--- src/rtl/register_dot_product_sequencer.sv ---
// register_dot_product_sequencer
//
// Computes the signed 8-bit dot product of two vectors held in an external
// register file. It then writes the result, saturated to 8 bits, back into
// that register file.
//
// Sequence: IDLE -> ACCUMULATE (length cycles) -> WRITEBACK (1) -> DONE (1).
// A zero-length request skips ACCUMULATE and goes straight to WRITEBACK.
//
// Ports
//   clock_in                    single clock, rising edge
//   reset_n_in                  synchronous, active-low reset
//   start_in                    request; sampled only in IDLE
//   vector_a_base_address_in    first register of vector A
//   vector_b_base_address_in    first register of vector B
//   result_address_in           register that receives the saturated result
//   length_in                   element count, 0..NUMBER_OF_REGISTERS
//   read_register_address1_out  read port 1 address (vector A)
//   read_register_address2_out  read port 2 address (vector B)
//   read_data1_in/2_in          combinational read data, same cycle as address
//   write_enable_out            write strobe (WRITEBACK only)
//   write_register_address_out  write address
//   write_data_out              write data
//   busy_out                    high in every state except IDLE
//   done_out                    one-cycle completion pulse
//   result_out                  full-precision signed dot product
module register_dot_product_sequencer #(
  parameter int NUMBER_OF_REGISTERS = 256,
  parameter int ACCUMULATOR_WIDTH   = 24,
  localparam int ADDR_W             = $clog2(NUMBER_OF_REGISTERS)
) (
  input  logic                         clock_in,
  input  logic                         reset_n_in,
  input  logic                         start_in,
  input  logic [ADDR_W-1:0]            vector_a_base_address_in,
  input  logic [ADDR_W-1:0]            vector_b_base_address_in,
  input  logic [ADDR_W-1:0]            result_address_in,
  input  logic [ADDR_W:0]              length_in,
  output logic [ADDR_W-1:0]            read_register_address1_out,
  output logic [ADDR_W-1:0]            read_register_address2_out,
  input  logic [7:0]                   read_data1_in,
  input  logic [7:0]                   read_data2_in,
  output logic                         write_enable_out,
  output logic [ADDR_W-1:0]            write_register_address_out,
  output logic [7:0]                   write_data_out,
  output logic                         busy_out,
  output logic                         done_out,
  output logic [ACCUMULATOR_WIDTH-1:0] result_out
);

  typedef enum logic [1:0] {
    IDLE       = 2'd0,
    ACCUMULATE = 2'd1,
    WRITEBACK  = 2'd2,
    DONE       = 2'd3
  } state_t;

  localparam logic [ADDR_W:0] NREG = (ADDR_W+1)'(NUMBER_OF_REGISTERS);
  localparam logic signed [ACCUMULATOR_WIDTH-1:0] SAT_MAX = 127;
  localparam logic signed [ACCUMULATOR_WIDTH-1:0] SAT_MIN = -128;

  state_t state_reg, state_next;

  logic [ADDR_W-1:0]                   a_base_reg;
  logic [ADDR_W-1:0]                   b_base_reg;
  logic [ADDR_W-1:0]                   result_addr_reg;
  logic [ADDR_W:0]                     length_reg;
  logic [ADDR_W:0]                     count_reg;
  logic signed [ACCUMULATOR_WIDTH-1:0] acc_reg;
  logic [ACCUMULATOR_WIDTH-1:0]        result_reg;

  // Element addresses. Base and offset are each below NUMBER_OF_REGISTERS,
  // so their sum is below 2*NUMBER_OF_REGISTERS. A single conditional
  // subtract therefore gives the modulo, even for depths that are not a
  // power of two.
  logic [ADDR_W:0]   addr1_sum, addr2_sum;
  logic [ADDR_W-1:0] addr1_wrap, addr2_wrap;

  always_comb begin
    addr1_sum  = {1'b0, a_base_reg} + {1'b0, count_reg[ADDR_W-1:0]};
    addr2_sum  = {1'b0, b_base_reg} + {1'b0, count_reg[ADDR_W-1:0]};
    addr1_wrap = (addr1_sum >= NREG) ? ADDR_W'(addr1_sum - NREG) : addr1_sum[ADDR_W-1:0];
    addr2_wrap = (addr2_sum >= NREG) ? ADDR_W'(addr2_sum - NREG) : addr2_sum[ADDR_W-1:0];
  end

  // 8x8 signed product, sign-extended to the accumulator width.
  logic signed [15:0]                  product;
  logic signed [ACCUMULATOR_WIDTH-1:0] product_ext;

  always_comb begin
    product     = $signed(read_data1_in) * $signed(read_data2_in);
    product_ext = {{(ACCUMULATOR_WIDTH-16){product[15]}}, product};
  end

  // Saturate the accumulator to the 8-bit register range.
  logic [7:0] sat_byte;

  always_comb begin
    if (acc_reg > SAT_MAX)
      sat_byte = 8'h7F;
    else if (acc_reg < SAT_MIN)
      sat_byte = 8'h80;
    else
      sat_byte = acc_reg[7:0];
  end

  // State register
  always_ff @(posedge clock_in) begin
    if (!reset_n_in)
      state_reg <= IDLE;
    else
      state_reg <= state_next;
  end

  // Next-state logic
  always_comb begin
    state_next = state_reg;
    case (state_reg)
      IDLE: begin
        if (start_in)
          state_next = (length_in != '0) ? ACCUMULATE : WRITEBACK;
      end
      ACCUMULATE: begin
        if (count_reg == length_reg - (ADDR_W+1)'(1))
          state_next = WRITEBACK;
      end
      WRITEBACK: state_next = DONE;
      DONE:      state_next = IDLE;
      default:   state_next = IDLE;
    endcase
  end

  // Datapath registers
  always_ff @(posedge clock_in) begin
    if (!reset_n_in) begin
      a_base_reg      <= '0;
      b_base_reg      <= '0;
      result_addr_reg <= '0;
      length_reg      <= '0;
      count_reg       <= '0;
      acc_reg         <= '0;
      result_reg      <= '0;
    end else begin
      case (state_reg)
        IDLE: begin
          if (start_in) begin
            a_base_reg      <= vector_a_base_address_in;
            b_base_reg      <= vector_b_base_address_in;
            result_addr_reg <= result_address_in;
            length_reg      <= length_in;
            count_reg       <= '0;
            acc_reg         <= '0;
          end
        end
        ACCUMULATE: begin
          acc_reg   <= acc_reg + product_ext;
          count_reg <= count_reg + (ADDR_W+1)'(1);
        end
        // The edge leaving WRITEBACK is the DONE entry edge.
        WRITEBACK: result_reg <= acc_reg;
        default: ;
      endcase
    end
  end

  assign result_out = result_reg;

  // Outputs are decoded from state only. Reset forces IDLE, so reset
  // also forces every output to its IDLE value (all zero).
  always_comb begin
    busy_out                   = 1'b1;
    done_out                   = 1'b0;
    write_enable_out           = 1'b0;
    write_register_address_out = '0;
    write_data_out             = '0;
    read_register_address1_out = '0;
    read_register_address2_out = '0;
    case (state_reg)
      IDLE: busy_out = 1'b0;
      ACCUMULATE: begin
        read_register_address1_out = addr1_wrap;
        read_register_address2_out = addr2_wrap;
      end
      WRITEBACK: begin
        write_enable_out           = 1'b1;
        write_register_address_out = result_addr_reg;
        write_data_out             = sat_byte;
      end
      DONE: done_out = 1'b1;
      default: ;
    endcase
  end

endmodule

--- config.mk ---
export PLATFORM = sky130hd
export DESIGN_NAME = register_dot_product_sequencer
export DESIGN_NICKNAME = d
export VERILOG_FILES = /design/src/rtl/register_dot_product_sequencer.sv
export SDC_FILE = /design/constraint.sdc
export NUM_CORES = 1
export LEC_CHECK = 0
export BUFFER_PORTS_ARGS = -buffer_cell sky130_fd_sc_hd__clkbuf_2
export CAP_MARGIN = 15
export CORE_UTILIZATION = 50
export DETAILED_ROUTE_END_ITERATION = 10
export PLACE_DENSITY_LB_ADDON = 0.2
export SLEW_MARGIN = 5
export SYNTH_ARGS = -nofsm -noshare
export SYNTH_HDL_FRONTEND = slang
export SYNTH_SLANG_ARGS = --single-unit
--- constraint.sdc ---
create_clock -name clock_in -period 12.4 [get_ports clock_in]
set_input_delay 1.24 -clock clock_in [delete_from_list [all_inputs] [get_ports clock_in]]
set_output_delay 1.24 -clock clock_in [all_outputs]
set_load 0.02 [all_outputs]
==> Word level (Yosys, flattened, before mapping) <==
Index checks and enable logic that the tools add are counted.
{ "totals": {"ff_bits": 92, "output_inout_bits": 59} }
{ "classes": {"addsub": 7, "multipliers": 1, "n_lt_le_gt_ge": 4, "eq_ne": 6, "muxes": 19, "reduce_logical": 6} }
{ "ops": {"columns": ["cell", "count"], "rows": [
  ["$mux W8", 8],
  ["$pmux W24 S2", 1],
  ["$add A24 B16 Y24", 1],
  ["$gt A24 B8 Y1 const B", 1],
  ["$lt A24 B8 Y1 const B", 1],
  ["$mux W24", 1],
  ["$add A8 B8 Y9", 2],
  ["$ge A9 B9 Y1 const B", 2],
  ["$pmux W9 S2", 1],
  ["$mul A8 B8 Y16", 1],
  ["$sub A8 B1 Y8 const B", 2],
  ["$add A9 B1 Y9 const B", 1],
  ["$eq A9 B9 Y1", 1],
  ["$mux W9", 1],
  ["$reduce_bool A9 Y1", 1],
  ["$sub A9 B1 Y9 const B", 1],
  ["$pmux W2 S4", 1],
  ["$mux W2", 3],
  ["$reduce_and A2 Y1", 3],
  ["$eq A2 B2 Y1 const B", 2],
  ["$ne A2 B2 Y1 const B", 2],
  ["$mux W1", 3],
  ["$eq A2 B1 Y1 const B", 1],
  ["$logic_not A2 Y1", 1],
  ["$reduce_bool A2 Y1", 1]
]} }

==> Logic depth before layout (Yosys ltp) <==
{ "logic_depth": {"ltp_word": 4, "mapped_depth": 19, "depth_no_buf": 18} }

==> Least setup slack after synthesis <==
OpenSTA, ideal clock, no wires.
{ "synth_timing": {"kind": "input -> register", "startpoint": "in read_data2_in[1]", "endpoint": "reg acc_reg[23]", "setup_time_ps": 74, "arrival_ps": 6090, "required_ps": 12326, "setup_slack_ps": 6236, "path_stages": 14, "n_path_buf": 1, "path_cell_list": "clkbuf_1 and2_1 fa_1 fa_1 fa_1 fa_1 ha_1 ha_1 o21a_1 o211a_1 nand3_1 a31oi_1 or4_1 a31oi_1"} }
{ "synth_between": {"elab_chain_len": 3} }
{ "synth_rtl": {"columns": ["item", "line_no", "text"], "rows": [
  ["from (decl)", "42", "input logic [7:0] read_data2_in,"],
  ["$mul A8 B8 Y16", "91", "product = $signed(read_data1_in) * $signed(read_data2_in);"],
  ["$add A24 B16 Y24", "156", "acc_reg <= acc_reg + product_ext;"],
  ["$pmux W24 S2", "144", "case (state_reg)"],
  ["to (signal assigned)", "156", null],
  ["to (decl)", "69", "logic signed [ACCUMULATOR_WIDTH-1:0] acc_reg;"]
]} }
No other way between the ends.
A chain may end at the register's enable or synchronous reset.

==> Final worst setup path <==
{ "layout_timing": {"startpoint": "in read_data2_in[0]", "endpoint": "reg acc_reg[23]"} }
The elaborated chain is that of the path after synthesis.

==> results.sh <==
export IMPL_routedWlPerCell_um=15.3
export IMPL_hold_depth=2
export IMPL_grt_max_degree=78
export IMPL_ios=111
export IMPL_syn_avg_cell_area_um2=8.93
export IMPL_clock_skew_ns=0.00481
export IMPL_grt_pass1_wl_um=33700
export IMPL_synth_seq_cells=92
export IMPL_hpwl_um=15700
export IMPL_grt_usage_pct=23.7
export IMPL_status="completed"
export IMPL_syn_cell_area_mm2=0.00861
export IMPL_crit_path_frequent_cell="fa_1"
export IMPL_rsz0062_at_grt="false"
export IMPL_ys_types=61
export IMPL_first_iter_violations=250
export IMPL_numCtsBuffers=9
export IMPL_wl_um=19600
export IMPL_finalSetupViolations=0
export IMPL_p_leak_nw=4.60
export IMPL_dp_cells=1270
export IMPL_port_buffers=110
export IMPL_endpoint_kind="register"
export IMPL_grt_pass1_vias=6697
export IMPL_drc=0
export IMPL_cts_buffer_depth=2
export IMPL_p_total_w=0.00280
export IMPL_async_flop_share_pct=0
export IMPL_die_h_um=133
export IMPL_p_per_area_mw_per_mm2=291
export IMPL_routed_via_count=6785
export IMPL_maxSlewViolCount=0
export IMPL_clk_pin_slew_ns=0.07
export IMPL_rr_worst_depth=16
export IMPL_syn2layout_area_growth_pct=11.9
export IMPL_critical_path_class="input pin to register"
export IMPL_cp_depth=16
export IMPL_clk_latency_ns=0.34
export IMPL_place_congestion=0.873
export IMPL_worst_pin_slew_ns=0.940
export IMPL_viasPerCell=5.27
export IMPL_core_area_mm2=0.0167
export IMPL_ys_flop_type="dfxtp_1"
export IMPL_cts_root_buffer="clkbuf_16"
export IMPL_critPathMaxStageDelay_ns=0.77
export IMPL_cts_resized=0
export IMPL_dr_pass1_iters=5
export IMPL_synth_warnings=0
export IMPL_hold_viol=0
export IMPL_critical_path_top_delay_family="adder cells"
export IMPL_cts_hold_buf=0
export IMPL_final_cell_mix="inv_1 (117), nand2_1 (115), clkbuf_2 (110), fa_1 (106), dfxtp_1 (92)"
export IMPL_synth_edf_count=0
export IMPL_cts_num_sinks=92
export IMPL_worstPathRequired_ns=12.67
export IMPL_vdd_drop_max_uv=245
export IMPL_syn_nets=1197
export IMPL_start_kind="input pin"
export IMPL_diodes=0
export IMPL_clock_fmax_ghz=0.159
export IMPL_h_tree_depth=3
export IMPL_period_share_pct=50.8
export IMPL_final_min_clock_period_ns=6.30
export IMPL_r2r_setup_slack_ns=7.57
export IMPL_drtAntennaViolNets=0
export IMPL_crit_slowest_cell="and2_1"
export IMPL_cp_max_fo=17
export IMPL_arrival_ns=6.57
export IMPL_critPathBufInv=3
export IMPL_yosysSeqAreaShare_pct=21.4
export IMPL_drive_gt1_share_pct=13.4
export IMPL_dieWidth_um=133
export IMPL_slew_headroom_pct=37.3
export IMPL_antenna_found_initial=0
export IMPL_max_cap_violations=0
export IMPL_cts_tree="yes"
export IMPL_rows=47
export IMPL_dieArea_mm2=0.0178
export IMPL_hp_class="register to register"
export IMPL_grt_overflow=0
export IMPL_syn_inst=965
export IMPL_path_cells="clkbuf_2 > and2_1 > inv_1 > fa_1 > inv_1 > fa_1 > fa_1 > fa_1 > fa_1 > ha_1 > a21oi_1 > o211ai_1 > nand3_1 > a31oi_1 > or4_1 > a31oi_1"
export IMPL_post_cts_buffers=0
export IMPL_final_cells=1287
export IMPL_final_nets=1294
export IMPL_fin_setup_tns_ns=0
export IMPL_start_util_pct=51.6
export IMPL_final_common_cell="inv_1"
## tightest hold or removal path, cell delays in order, from the launching register on
cell and delay [ns]:
dfxtp_1 0.31, nand2_1 0.05, a21oi_1 0.05
## synthesized netlist by cell type (3+ instances only)
cell	number	area, um2
a21boi_0	4	30.0
ha_1	74	926
o21bai_1	6	45.0
a21o_1	8	60.1
nand4_1	13	81.3
dfxtp_1	92	1840
nor3_1	6	30.0
and2_1	52	325
a22oi_1	13	97.6
xnor2_1	24	210
buf_2	3	15.0
inv_1	117	439
nand2_1	115	432
nand2b_1	3	18.8
o21ai_1	4	20.0
nand3_1	10	50.1
a21oi_1	68	340
nor4_1	7	43.8
mux2i_1	23	230
o21ai_0	13	65.1
o21a_1	9	67.6
o211ai_1	4	30.0
o31ai_1	4	30.0
o2111ai_1	4	35.0
clkbuf_1	23	86.3
nor2_1	88	330
xor2_1	19	166
a31oi_1	3	18.8
fa_1	106	2120
nor2b_1	3	18.8
or3_1	6	37.5
## layout make-up
type	instances	area, um2
Clock buffer	10	239
Timing Repair Buffer	116	603
Multi-Input combinational cell	724	6190
Fill cell	1595	7060
Sequential cell	92	1840
Inverter	119	447
Tap cell	220	275
Clock inverter	6	37.5
## metal layers
layer	vias up	share of wire (%)	wire length (um)	track usage, %
li1	3367	-	-	-
met1	3257	49	9550	34.6
met2	150	47	9150	37.8
met3	11	4.2	816	3.65
met4	0	0.68	133	3.54
met5	-	0	0	0
## report_power, final
part / switching, W / total, W / internal (W)
registers: 0.0000806 / 0.000428 / 0.000347
logic: 0.00123 / 0.00212 / 0.000885
clock network: 0.000119 / 0.000260 / 0.000141
total: 0.00143 / 0.00280 / 0.00137
## logic make-up (layout without fill, tap and decap cells)
logic type | after synthesis | after routing | synth area share (%)
AOI/OAI and AO/OA | 161 | 161 | 12.0
xor gates and xnor gates | 44 | 44 | 4.63
adders and majority gates | 180 | 180 | 35.4
buffers and inverters | 149 | 251 | 6.77
DFF | 92 | 92 | 21.4
muxes | 24 | 24 | 2.80
and+or+nand+nor | 315 | 315 | 17.0
## worst paths after layout
kind,from,to
worst min register to register,result_addr_reg[3],result_addr_reg[3]
worst max register to register,acc_reg[6],acc_reg[23]
worst min-delay path,result_addr_reg[3],result_addr_reg[3]
worst max-delay path,read_data2_in[0],acc_reg[23]
## metrics by stage
step	instance area [um2]	hold WS (ns)	setup WS, ns	utilization [%]
6_report	9640	0.452	6.10	57.7
5_1_grt	9640	0.477	5.77	57.7
4_1_cts	9620	0.452	6.09	57.6
3_5_place_dp	9350	0.443	5.75	56.0
3_3_place_gp	9350	0.438	5.91	56.0
2_1_floorplan	8610	0.432	6.24	-
(Power assumes the default switching activity.)
